===== src/rtl/jk_op_sequencer.sv =====
// Drives j/k of a downstream jk_trigger for a requested number of clock edges,
// tracks the expected q and flags a disagreement with the fed-back q at the end.
module jk_op_sequencer #(
    parameter int CNT_W = 4
) (
    input  logic             clk,
    input  logic             rst_n,
    input  logic             start,
    input  logic [1:0]       op,
    input  logic [CNT_W-1:0] count,
    input  logic             q_in,
    output logic             j,
    output logic             k,
    output logic             busy,
    output logic             done,
    output logic             q_exp,
    output logic             mismatch
);

    typedef enum logic [1:0] {
        IDLE  = 2'd0,
        DRIVE = 2'd1,
        CHECK = 2'd2
    } state_t;

    state_t           state, state_nx;
    logic [1:0]       op_r, op_nx;
    logic [CNT_W-1:0] remaining, remaining_nx;
    logic             j_nx, k_nx, busy_nx, done_nx, q_exp_nx, mismatch_nx;

    always_comb begin
        state_nx     = state;
        op_nx        = op_r;
        remaining_nx = remaining;
        j_nx         = j;
        k_nx         = k;
        busy_nx      = busy;
        done_nx      = 1'b0;
        q_exp_nx     = q_exp;
        mismatch_nx  = mismatch;

        case (state)
            IDLE: begin
                j_nx    = 1'b0;
                k_nx    = 1'b0;
                busy_nx = 1'b0;
                if (start) begin
                    mismatch_nx = 1'b0;
                    q_exp_nx    = q_in;
                    if (count != '0) begin
                        op_nx        = op;
                        remaining_nx = count;
                        j_nx         = op[1];
                        k_nx         = op[0];
                        busy_nx      = 1'b1;
                        state_nx     = DRIVE;
                    end else begin
                        // Zero-length request completes immediately without touching j/k.
                        done_nx = 1'b1;
                    end
                end
            end

            DRIVE: begin
                case (op_r)
                    2'b01:   q_exp_nx = 1'b0;
                    2'b10:   q_exp_nx = 1'b1;
                    2'b11:   q_exp_nx = ~q_exp;
                    default: q_exp_nx = q_exp;
                endcase
                if (remaining != '0) begin
                    remaining_nx = remaining - 1'b1;
                end
                if (remaining <= 1) begin
                    j_nx     = 1'b0;
                    k_nx     = 1'b0;
                    state_nx = CHECK;
                end
            end

            CHECK: begin
                mismatch_nx = (q_in != q_exp);
                done_nx     = 1'b1;
                busy_nx     = 1'b0;
                state_nx    = IDLE;
            end

            default: begin
                j_nx     = 1'b0;
                k_nx     = 1'b0;
                busy_nx  = 1'b0;
                state_nx = IDLE;
            end
        endcase
    end

    always_ff @(posedge clk) begin
        if (!rst_n) begin
            state     <= IDLE;
            op_r      <= 2'b00;
            remaining <= '0;
            j         <= 1'b0;
            k         <= 1'b0;
            busy      <= 1'b0;
            done      <= 1'b0;
            q_exp     <= 1'b0;
            mismatch  <= 1'b0;
        end else begin
            state     <= state_nx;
            op_r      <= op_nx;
            remaining <= remaining_nx;
            j         <= j_nx;
            k         <= k_nx;
            busy      <= busy_nx;
            done      <= done_nx;
            q_exp     <= q_exp_nx;
            mismatch  <= mismatch_nx;
        end
    end

endmodule

===== config.mk =====
export PLATFORM = sky130hd
export DESIGN_NAME = jk_op_sequencer
export DESIGN_NICKNAME = d
export VERILOG_FILES = /design/src/rtl/jk_op_sequencer.sv
export SDC_FILE = /design/constraint.sdc
export NUM_CORES = 1
export LEC_CHECK = 0
export ABC_CLOCK_PERIOD_IN_PS = 2200
export CORE_UTILIZATION = 26
export DETAILED_ROUTE_END_ITERATION = 8
export GPL_TIMING_DRIVEN = 0
export SYNTH_ARGS = -nofsm -noshare
export SYNTH_HDL_FRONTEND = slang
export SYNTH_SLANG_ARGS = --single-unit

===== constraint.sdc =====
create_clock -name clk -period 2.2 [get_ports clk]
set_input_delay 0.44 -clock clk [delete_from_list [all_inputs] [get_ports clk]]
set_output_delay 0.44 -clock clk [all_outputs]
set_load 0.05 [all_outputs]

==> reports/results.tsv <==
stage	metric	value	unit
routing	Avg Vias per Cell	4.89	
timing	Sum Neg Setup Slack	0	ps
clocking	# hold bufs at CTS	0	
critical_path	Critical Path Slowest Stage Cell	clkdlybuf4s50_1	
flow_run	Max Cap Violations	0	
routing	DR WL/cell	12.0	µm
routing	Routed WL	1600	µm
placed_design	routability cong.	0.848	
timing	setup violators final	0	
logic_synthesis	flops & latches, synth	14	
critical_path	CP Data Required Time	1760	ps
critical_path	FF-to-FF setup slack	430	ps
clocking	post-cts gate resize count	0	
layout	most frequent cells in the layout	clkdlybuf4s50_1, dfxtp_1, nand2_1	
critical_path	Critical Path Fanout Max	4	
logic_synthesis	Cell variety after synth	32	
die	Chip Width	56.0	µm
global_routing	largest net degree at the start of global routing	11	
die	Core Rows	19	
critical_path	startpoint types	flop	
layout	Layout area overhead	27.9	%
timing	WHS	466	ps
power	power per cell area	680	nW/µm²
critical_path	crit-path leading delay family	buffers and inverters	
clocking	CTS tree	built	
global_routing	Global Route Usage Sum	11.5	%
power	Leakage Power	0.390	nW
die	die height	56.0	µm
logic_synthesis	Cells after Synth	84	
timing	unrepaired setup endpoints after global routing	false	
worst_hold_path	worst hold path class	reg2reg	
critical_path	Crit. End Element	primary output	
critical_path	crit path from	q_exp$_SDFFE_PN0P_	
timing	Achievable Freq	518	MHz
critical_path	CP Depth	1	
die	die area	3130	µm²
logic_synthesis	syn_nets	98	
layout	commonest non-fill, non-tap cell in the layout	clkdlybuf4s50_1	
die	# IOs	16	
placed_design	post-DP HPWL	1220	µm
timing	Final period util	87.8	%
clocking	Max clock buf depth	2	
clocking	htree depth	1	
routing	via count	651	
critical_path	sequence of cells on the critical path	clkdlybuf4s50_1	
clocking	clk slew on worst S/H paths	80	ps
timing	Worst Skew	3.12	ps
logic_synthesis	Synth Warn #	0	
routing	drt first pass iters	4	
clocking	Post-CTS Setup Repair Bufs	0	
run_status	status	complete, no violations	
critical_path	r2r startpoint	remaining[0]$_SDFFE_PN0P_	
timing	final hold vios	0	
global_routing	antenna violations before repair	0	
routing	Iter 0 DRT Violations	11	
logic_synthesis	Seq/Total Area, Yosys	37.0	%
critical_path	CP endpoint	q_exp	
global_routing	total congestion overflow	0	
critical_path	arrival time worst endpoint	1490	ps
global_routing	first-pass GRT wire length	2770	µm
critical_path	Worst path max stage delay	820	ps
die	Initial Util	27.5	%
layout	Fill cells	288	
timing	crit path time final	1930	ps
timing	Worst Tran Pin Value	496	ps
routing	Post-DRT Antenna Nets	0	
clocking	Inserted Clock Buffers	3	
die	core footprint	2760	µm²
clocking	CTS root buffer	clkbuf_4	
critical_path	critical path class	reg2out	
power	VDD IR max	618	µV
timing	Final Max Tran Viols	0	
critical_path	Reg2Reg Depth	6	
logic_synthesis	synthesized area	757	µm²
logic_synthesis	Synth Area per Inst	9.01	µm²
layout	ANT cells	0	
placed_design	port buffer count	15	
critical_path	Critical R2R Capture	remaining[1]$_SDFFE_PN0P_	
global_routing	vias in the first global route	638	
critical_path	CP Buf/Inv Count	1	
layout	layout cells sized above 1	7.84	%
clocking	clk_lat worst skew	280	ps
timing	Slew Limit Headroom	66.8	%
layout	Nets	118	
routing	DRC	0	
clocking	CTS Sinks	14	
==> sequential cells by signal (all words and copies together), names as in the netlist <==
| signal | cells |
|---|---|
| remaining | 4 |
| op_r | 2 |
| state | 2 |
| busy | 1 |
| done | 1 |
| j | 1 |
| k | 1 |
| mismatch | 1 |
| q_exp | 1 |
==> worst min-delay path by stage <==
stage	from	endpoint	slack, ps	cells past startpoint
2_1_floorplan	op_r[0]$_SDFFE_PN0P_	op_r[0]$_SDFFE_PN0P_	450	2
3_3_place_gp	busy$_SDFFE_PN0P_	busy$_SDFFE_PN0P_	450	2
3_5_place_dp	busy$_SDFFE_PN0P_	busy$_SDFFE_PN0P_	450	2
4_1_cts	busy$_SDFFE_PN0P_	busy$_SDFFE_PN0P_	470	2
5_1_grt	busy$_SDFFE_PN0P_	busy$_SDFFE_PN0P_	490	2
6_report	busy$_SDFFE_PN0P_	busy$_SDFFE_PN0P_	470	2
==> through the flow <==
step | cells | area, µm² | power (mW) | utilization, % | setup slack, ps
after CTS | 133 | 968 | 0.670 | 35.1 | 245
after detailed placement | 130 | 946 | 0.521 | 34.3 | 135
after global routing | 133 | 968 | 0.711 | 35.1 | 210
after floorplan | 84 | 757 | 0.454 | - | 654
after global placement | 130 | 946 | 0.517 | 34.3 | 127
final | 133 | 968 | 0.659 | 35.1 | 269
==> report_power, final <==
part / internal (mW) / total, mW / switching, mW
clock network: 0.0635 / 0.144 / 0.0807
logic: 0.0954 / 0.210 / 0.115
registers: 0.280 / 0.304 / 0.0244
total: 0.439 / 0.659 / 0.220
==> cells by family (layout without fill, tap and decap cells) <==
family                     Yosys count  in the layout  synth area share, %
and+or+nand+nor                     25             25                 16.5
muxes                                3              3                 4.30
xor gates and xnor gates             1              1                 1.16
AOI/OAI and AO/OA                   27             27                 28.1
buffers and inverters               10             28                 6.28
DFF                                 14             14                 37.0
adders and majority gates            4              4                 6.61
==> metal layers <==
layer  part of all wire [%]  wire length [µm]  GRT usage (%)  vias up
met3                    6.4               102           5.58        0
met2                     45               713           19.3       17
met5                      0                 0              0        -
li1                       -                 -              -      338
met4                      0                 0           1.05        0
met1                     49               784           13.9      296
==> cell usage after synthesis <==
cell,n,share of area (%)
o31a_1,1,1.2
o31ai_1,2,2.0
xor2_1,1,1.2
dfxtp_1,14,37
o41ai_2,1,2.1
nor2b_1,4,3.3
inv_1,6,3.0
nor4bb_1,1,1.3
a21boi_0,1,0.99
a311o_1,1,1.3
nand2_1,10,5.0
a31o_1,1,1.2
a211oi_2,1,1.7
nor4_1,2,1.7
and3_1,1,0.83
a32oi_1,1,1.2
nor3b_1,1,0.99
o21ai_0,4,2.6
mux2_1,2,3.0
buf_6,1,1.5
a21oi_1,3,2.0
ha_1,4,6.6
a211o_1,1,1.2
or3_1,1,0.83
buf_2,2,1.3
mux2i_1,1,1.3
a21boi_1,7,6.9
o311ai_1,1,1.2
nor2_1,4,2.0
o211a_1,2,2.6
clkbuf_1,1,0.50
nor3_1,1,0.66
==> cell type report <==
| class | instances | area, µm² | share of cell area, % |
|---|---|---|---|
| Multi-Input combinational cell | 60 | 429 | 44.3 |
| Sequential cell | 14 | 280 | 28.9 |
| Timing Repair Buffer | 15 | 150 | 15.5 |
| Tap cell | 31 | 38.8 | 4.01 |
| Buffer | 4 | 25.0 | 2.58 |
| Clock buffer | 3 | 22.5 | 2.33 |
| Inverter | 6 | 22.5 | 2.33 |
Power figures use the tool's default switching activity.
